===== src/rtl/display_scan_mux_pkg.sv =====
// Shared constants, scan-state encoding and BCD helper for the multiplexed
// four-digit display scanner.
package display_scan_mux_pkg;

  localparam int unsigned SCAN_DIV_DEFAULT = 50000;
  localparam int unsigned NUM_DIGITS       = 4;
  localparam logic [3:0]  AN_ALL_OFF       = 4'b1111;
  localparam logic [3:0]  BCD_MAX          = 4'd9;

  typedef enum logic [1:0] {
    SCAN0 = 2'd0,
    SCAN1 = 2'd1,
    SCAN2 = 2'd2,
    SCAN3 = 2'd3
  } scan_state_t;

  // True when any nibble of the word lies outside the BCD range.
  function automatic logic has_non_bcd(input logic [4*NUM_DIGITS-1:0] value);
    logic found;
    found = 1'b0;
    for (int i = 0; i < int'(NUM_DIGITS); i++) begin
      if (value[4*i +: 4] > BCD_MAX) begin
        found = 1'b1;
      end
    end
    return found;
  endfunction

endpackage


===== src/rtl/display_scan_mux_prescaler.sv =====
// Free-running divider: counts 0..SCAN_DIV-1 and pulses tick for one cycle
// while the count sits at its terminal value.
module scan_prescaler
  import display_scan_mux_pkg::*;
#(
  parameter int unsigned SCAN_DIV = SCAN_DIV_DEFAULT
) (
  input  logic clk,
  input  logic reset,
  output logic tick
);

  localparam logic [15:0] LAST_COUNT = 16'(SCAN_DIV - 1);

  logic [15:0] count_reg;
  logic [15:0] count_next;

  assign tick = (count_reg == LAST_COUNT);

  always_comb begin
    count_next = count_reg + 16'd1;
    if (tick) begin
      count_next = '0;
    end
  end

  always_ff @(posedge clk) begin
    if (reset) begin
      count_reg <= '0;
    end else begin
      count_reg <= count_next;
    end
  end

endmodule


===== src/rtl/display_scan_mux.sv =====
// Four-digit time-multiplexed BCD display driver with leading-zero blanking
// and a sticky-until-next-load non-BCD error flag.
module display_scan_mux
  import display_scan_mux_pkg::*;
#(
  parameter int unsigned SCAN_DIV = SCAN_DIV_DEFAULT
) (
  input  logic        clk,
  input  logic        reset,
  input  logic        load,
  input  logic [15:0] value_in,
  input  logic        blank_lz,
  output logic [3:0]  digit_out,
  output logic [3:0]  an_n,
  output logic        err
);

  logic                  tick;
  scan_state_t           state_reg, state_next;
  logic [15:0]           hold_reg;
  logic [3:0]            digit_reg, digit_next;
  logic [3:0]            an_reg, an_next;
  logic                  err_reg;
  logic [1:0]            slot_idx;
  logic [NUM_DIGITS-1:0] upper_zero;

  scan_prescaler #(.SCAN_DIV(SCAN_DIV)) u_prescaler (
    .clk   (clk),
    .reset (reset),
    .tick  (tick)
  );

  // upper_zero[i]: slot i may be blanked because it and every slot to its
  // left hold zero. Digit 0 always shows, so its bit is tied low.
  generate
    for (genvar gi = 0; gi < NUM_DIGITS; gi++) begin : g_lz
      if (gi == 0) begin : g_units
        assign upper_zero[gi] = 1'b0;
      end else begin : g_upper
        assign upper_zero[gi] = (hold_reg[4*NUM_DIGITS-1 : 4*gi] == '0);
      end
    end
  endgenerate

  always_comb begin
    state_next = state_reg;
    if (tick) begin
      case (state_reg)
        SCAN0:   state_next = SCAN1;
        SCAN1:   state_next = SCAN2;
        SCAN2:   state_next = SCAN3;
        default: state_next = SCAN0;
      endcase
    end
  end

  assign slot_idx = state_reg;

  always_comb begin
    digit_next = hold_reg[{slot_idx, 2'b00} +: 4];
    an_next    = ~(4'b0001 << slot_idx);
    if (blank_lz && upper_zero[slot_idx]) begin
      digit_next = 4'h0;
      an_next    = AN_ALL_OFF;
    end
  end

  always_ff @(posedge clk) begin
    if (reset) begin
      state_reg <= SCAN0;
      hold_reg  <= 16'h0000;
      digit_reg <= 4'h0;
      an_reg    <= AN_ALL_OFF;
      err_reg   <= 1'b0;
    end else begin
      state_reg <= state_next;
      digit_reg <= digit_next;
      an_reg    <= an_next;
      if (load) begin
        hold_reg <= value_in;
        err_reg  <= has_non_bcd(value_in);
      end
    end
  end

  assign digit_out = digit_reg;
  assign an_n      = an_reg;
  assign err       = err_reg;

endmodule


===== config.mk =====
export PLATFORM = sky130hd
export DESIGN_NAME = display_scan_mux
export DESIGN_NICKNAME = d
export VERILOG_FILES = /design/src/rtl/display_scan_mux_pkg.sv /design/src/rtl/display_scan_mux_prescaler.sv /design/src/rtl/display_scan_mux.sv
export SDC_FILE = /design/constraint.sdc
export NUM_CORES = 1
export LEC_CHECK = 0
export ABC_CLOCK_PERIOD_IN_PS = 3400
export CORE_MARGIN = 3
export CORE_UTILIZATION = 40
export CTS_CLUSTER_SIZE = 30
export DETAILED_ROUTE_END_ITERATION = 7
export GPL_ROUTABILITY_DRIVEN = 0
export PLACE_DENSITY = 0.66
export SYNTH_ARGS = -nofsm -noshare
export SYNTH_HDL_FRONTEND = slang
export SYNTH_SLANG_ARGS = --single-unit

===== constraint.sdc =====
create_clock -name clk -period 3.4 [get_ports clk]
set_input_delay 1.02 -clock clk [delete_from_list [all_inputs] [get_ports clk]]
set_output_delay 1.02 -clock clk [all_outputs]
set_load 0.05 [all_outputs]

; ---- After elaboration in Yosys (flattened, before gate mapping)
; Index checks and enable logic that the tools add are counted.
[totals]
inputBits = 20
reg_bits = 43
[op_classes]
n_lt_le_gt_ge = 5
eq_ne = 3
bitwise = 1
n_reduce_logical = 7
shift = 2
add_sub_neg = 1
n_mux = 7
[ops]
columns = cell, n
row1 = $add 16x1->16 const B, 1
row2 = $eq 16x16->1 const B, 1
row3 = $gt 4x4->1 const B, 4
row4 = $shiftx 16x5->4, 1
row5 = $logic_not 12->1, 1
row6 = $logic_not 8->1, 1
row7 = $pmux 2 s3, 1
row8 = $mux 1, 5
row9 = $logic_not 4->1, 1
row10 = $not 4->4, 1
row11 = $reduce_or 2->1, 2
row12 = $shl 1x2->4 const A, 1
row13 = $lt 2x3->1 const B, 1
row14 = $bmux 1 s2, 1
row15 = $eq 2x1->1 const B, 1
row16 = $eq 2x2->1 const B, 1
row17 = $logic_not 2->1, 1
row18 = $logic_and 1x1->1, 1

; ---- Depth between registers and ports, before layout
[depth]
ltp_word = 5
ltp_mapped = 7
depth_no_buf = 5

; ---- Hierarchy
; From an unflattened synthesis, not the netlist that was laid out.
[hier_totals]
cells_unflattened = 189
area_unflattened_um2 = 1899.3
[by_module_without_submodules]
columns = mod, area_each_um2, instances, cells_per_inst
row1 = display_scan_mux, 1188.6, 1, 108
row2 = scan_prescaler, 710.7, 1, 81

; ---- Worst setup path before layout
; Ideal clock, no wire load.
[synth_timing]
path_kind = in2reg
start = input port load
end = register hold_reg[10]
required_time_ns = 3.272
arrival_time_ns = 1.937
cell_stages = 4
path_slack_ns = 1.335
setup_time_ns = 0.128
path_buffers = 2
path_cell_list = buf_2 buf_1 mux2i_1 nor2_1
[synth_rtl]
columns = item, line_no
row1 = start: declaration, display_scan_mux.sv:10  ; input logic load,
row2 = end signal: assignment, display_scan_mux.sv:80  ; hold_reg <= value_in;
row3 = end: declaration, display_scan_mux.sv:20  ; logic [15:0] hold_reg;

; ---- Worst setup path in the final report
[layout_timing]
start = register err_reg (netlist: err)
end = output port err
[layout_rtl]
columns = item, line_no
row1 = start: declaration, display_scan_mux.sv:23  ; logic err_reg;
row2 = start signal: assignment, display_scan_mux.sv:81  ; err_reg <= has_non_bcd(value_in);
row3 = end: declaration, display_scan_mux.sv:15  ; output logic err
; No word-level cell between the ends.

==> results_dict.tcl <==
set metrics [dict create \
    cp-end-kind "primary output" \
    required_ns 2.38 \
    nets 235 \
    hold_viol 0 \
    drtPass1Iterations 4 \
    diodes 0 \
    cts.sinks 43 \
    max-slew-margin-rel_pct 51.95 \
    syn2layout_area_growth_pct 20.91 \
    arrival_ns 1.42 \
    cts_setup_buffers 0 \
    place_area_sq_um 2162 \
    slew_violations 0 \
    core_sq_um 4414 \
    setup_tns_ns 0 \
    initial_utilization_pct 42.15 \
    syn_area_sq_um 1861 \
    grt_first_pass_wirelength_microns 5444 \
    p_per_area_nw_per_um2 417.5 \
    drt_iter0_markers 55 \
    leakage_nw 0.8246 \
    status "finished, final reports clean" \
    critPathTopFamily "buffers and inverters" \
    ys_seq_area_share_pct 46.27 \
    cp_slowest_cell "clkdlybuf4s50_1" \
    instances_no_fill 262 \
    rsz0062_at_grt "no" \
    dieArea_sq_um 5506 \
    tightest_slew_ns 0.7207 \
    boundaryPins 29 \
    synth-compound-area-share_pct 2.555 \
    worst-path-max-fanout 2 \
    dp_hpwl_microns 2334 \
    dp_cells 255 \
    synth_top_family_by_area "simple AND/OR/NAND/NOR gates" \
    grt_max_degree 29 \
    final-setup-viol-count 0 \
    drive_above_1_share_pct 11.90 \
    cts_resized 0 \
    fmax_mhz 410.5 \
    worst_slack_ns 0.9639 \
    vias_per_cell 4.969 \
    clk_path_buf_depth 2 \
    synth_cells 182 \
    ys_ff_latch 43 \
    regArea_sq_um 860.8 \
    grt_pass1_vias 1144 \
    ir_worst_vdd_v 0.0001756 \
    wl_microns 3194 \
    synth_xor_area_share_pct 6.590 \
    synth.distinct_cells 31 \
    yosys_warnings 0 \
    multi_input_comb_area_sq_um 918.4 \
    die_h_microns 74.20 \
    final_cell_area_sq_um 2250 \
    hold_path_class "reg -> reg" \
    yosys.area_share.simple_pct 22.86 \
    root_buffer "clkbuf_8" \
    grt_overflow_total 0 \
    ant_nets 0 \
    muxShareOfSynthArea_pct 13.99 \
    insertion_delay_ns 0.28 \
    grt_usage_pct 12.77 \
    crit_type "reg -> out" \
    num_vias 1302 \
    num_rows 24 \
    drc 0 \
    synth.net_count 207 \
    syn_avg_cell_area_sq_um 10.22 \
    synthAdderAreaFrac_pct 3.362 \
    cts_tree "done" \
    period_minus_slack_ns 2.436 \
    cpPeakStageDelay_ns 0.80 \
    post_drt_wl_per_cell_microns 12.19 \
    crit_chain "clkdlybuf4s50_1" \
    antenna_found_initial 0 \
    min_period_over_period_pct 71.65 \
    fillers 411 \
    cp-start-kind "flip-flop" \
    die-width_microns 74.20 \
    cts.clk_slew.worst_paths_ns 0.07 \
    cap_violations 0 \
    crit_buf_inv 1 \
    preCtsSetupSlack_ns 1.053 \
    total_power_mw 0.9391 \
    cts-hold-fix-buffers 0 \
    io_buffers 28 \
    cts_made_buffers 5 \
    htreeDepth 2 \
    finalClockSkew_ns 0.004989 \
]
==> metrics by stage <==
| step | hold slack, ns | util (%) |
|---|---|---|
| after global placement | 0.4492 | 48.98 |
| after global routing | 0.5089 | 50.96 |
| final | 0.4823 | 50.96 |
| after floorplan | 0.4386 | - |
| after detailed placement | 0.4715 | 48.98 |
| after CTS | 0.4917 | 50.96 |
==> layer usage <==
layer	vias up	part of all wire (%)	wire [microns]	GRT usage, %
li1	680	-	-	-
met1	588	49	1571	18.02
met2	32	44	1417	18.31
met3	2	5.2	167	4.324
met4	0	1.1	36	4.225
met5	-	0	0	0
==> cells in the final DEF, fill, tap and decap left out, types with 4 or more instances in the layout <==
cell | Yosys | final
dfxtp_1 | 43 | 43
nor2b_1 | 4 | 4
nand3_1 | 5 | 5
nand4_1 | 4 | 4
clkbuf_8 | 0 | 6
mux4_2 | 4 | 4
mux2i_1 | 17 | 17
o21ai_0 | 4 | 4
nand3b_1 | 4 | 4
nor3_1 | 5 | 5
clkdlybuf4s50_1 | 0 | 28
nor2_2 | 10 | 10
ha_1 | 5 | 5
xnor2_1 | 13 | 13
nor4_1 | 4 | 4
inv_1 | 6 | 6
nor2_1 | 30 | 30
==> path summary, 6_finish.rpt <==
kind                                                           from                             endpoint  slack [ns]  cells after the start
worst max register to register  u_prescaler.count_reg[0]$_SDFF_PP0_  u_prescaler.count_reg[5]$_SDFF_PP0_        1.18                      5
worst min register to register  u_prescaler.count_reg[0]$_SDFF_PP0_  u_prescaler.count_reg[0]$_SDFF_PP0_        0.48                      1
worst max-delay path                               err$_SDFFE_PP0P_                                  err        0.96                      1
worst min-delay path            u_prescaler.count_reg[0]$_SDFF_PP0_  u_prescaler.count_reg[0]$_SDFF_PP0_        0.48                      1
==> synthesized netlist by cell type <==
cell type,instances,share of area (%)
dfxtp_1,43,46
nor2_1,30,6.1
mux2i_1,17,9.1
xnor2_1,13,6.1
nor2_2,10,3.4
inv_1,6,1.2
ha_1,5,3.4
nand3_1,5,1.3
nor3_1,5,1.3
clkbuf_1,4,0.81
mux4_2,4,4.8
nand3b_1,4,1.6
nand4_1,4,1.3
nor2b_1,4,1.3
nor4_1,4,1.3
o21ai_0,4,1.1
a211oi_1,2,0.81
buf_1,2,0.40
nand2_1,2,0.40
nand4bb_1,2,1.2
or4_1,2,0.81
a21oi_1,1,0.27
and4_1,1,0.47
buf_12,1,1.1
buf_2,1,0.27
buf_6,1,0.61
nor4_4,1,1.1
o211ai_1,1,0.40
or2_1,1,0.34
or4b_4,1,0.74
xor2_1,1,0.47
==> cells by family (layout without fill, tap and decap cells) <==
kind of cell,count (synthesis),after routing
AO/OA/AOI/OAI,8,8
XOR/XNOR,14,14
flip-flops,43,43
AND/OR/NAND/NOR,76,76
multiplexers,21,21
buffers and inverters,15,43
adder cells (fa/ha/maj),5,5
==> cell type report <==
cell class / count / area share, %
Clock buffer: 6 / 3.671
Clock inverter: 1 / 0.2225
Inverter: 6 / 1.001
Multi-Input combinational cell: 124 / 40.82
Sequential cell: 43 / 38.26
Tap cell: 52 / 2.892
Timing Repair Buffer: 30 / 13.13
==> report_power, final <==
part	internal [mW]	leakage, nW	total (mW)	switching [mW]
clock network	0.159	0.0470	0.312	0.153
logic	0.0495	0.426	0.0935	0.0441
registers	0.521	0.351	0.533	0.0120
Note: power is estimated with default switching activity, not from simulation.
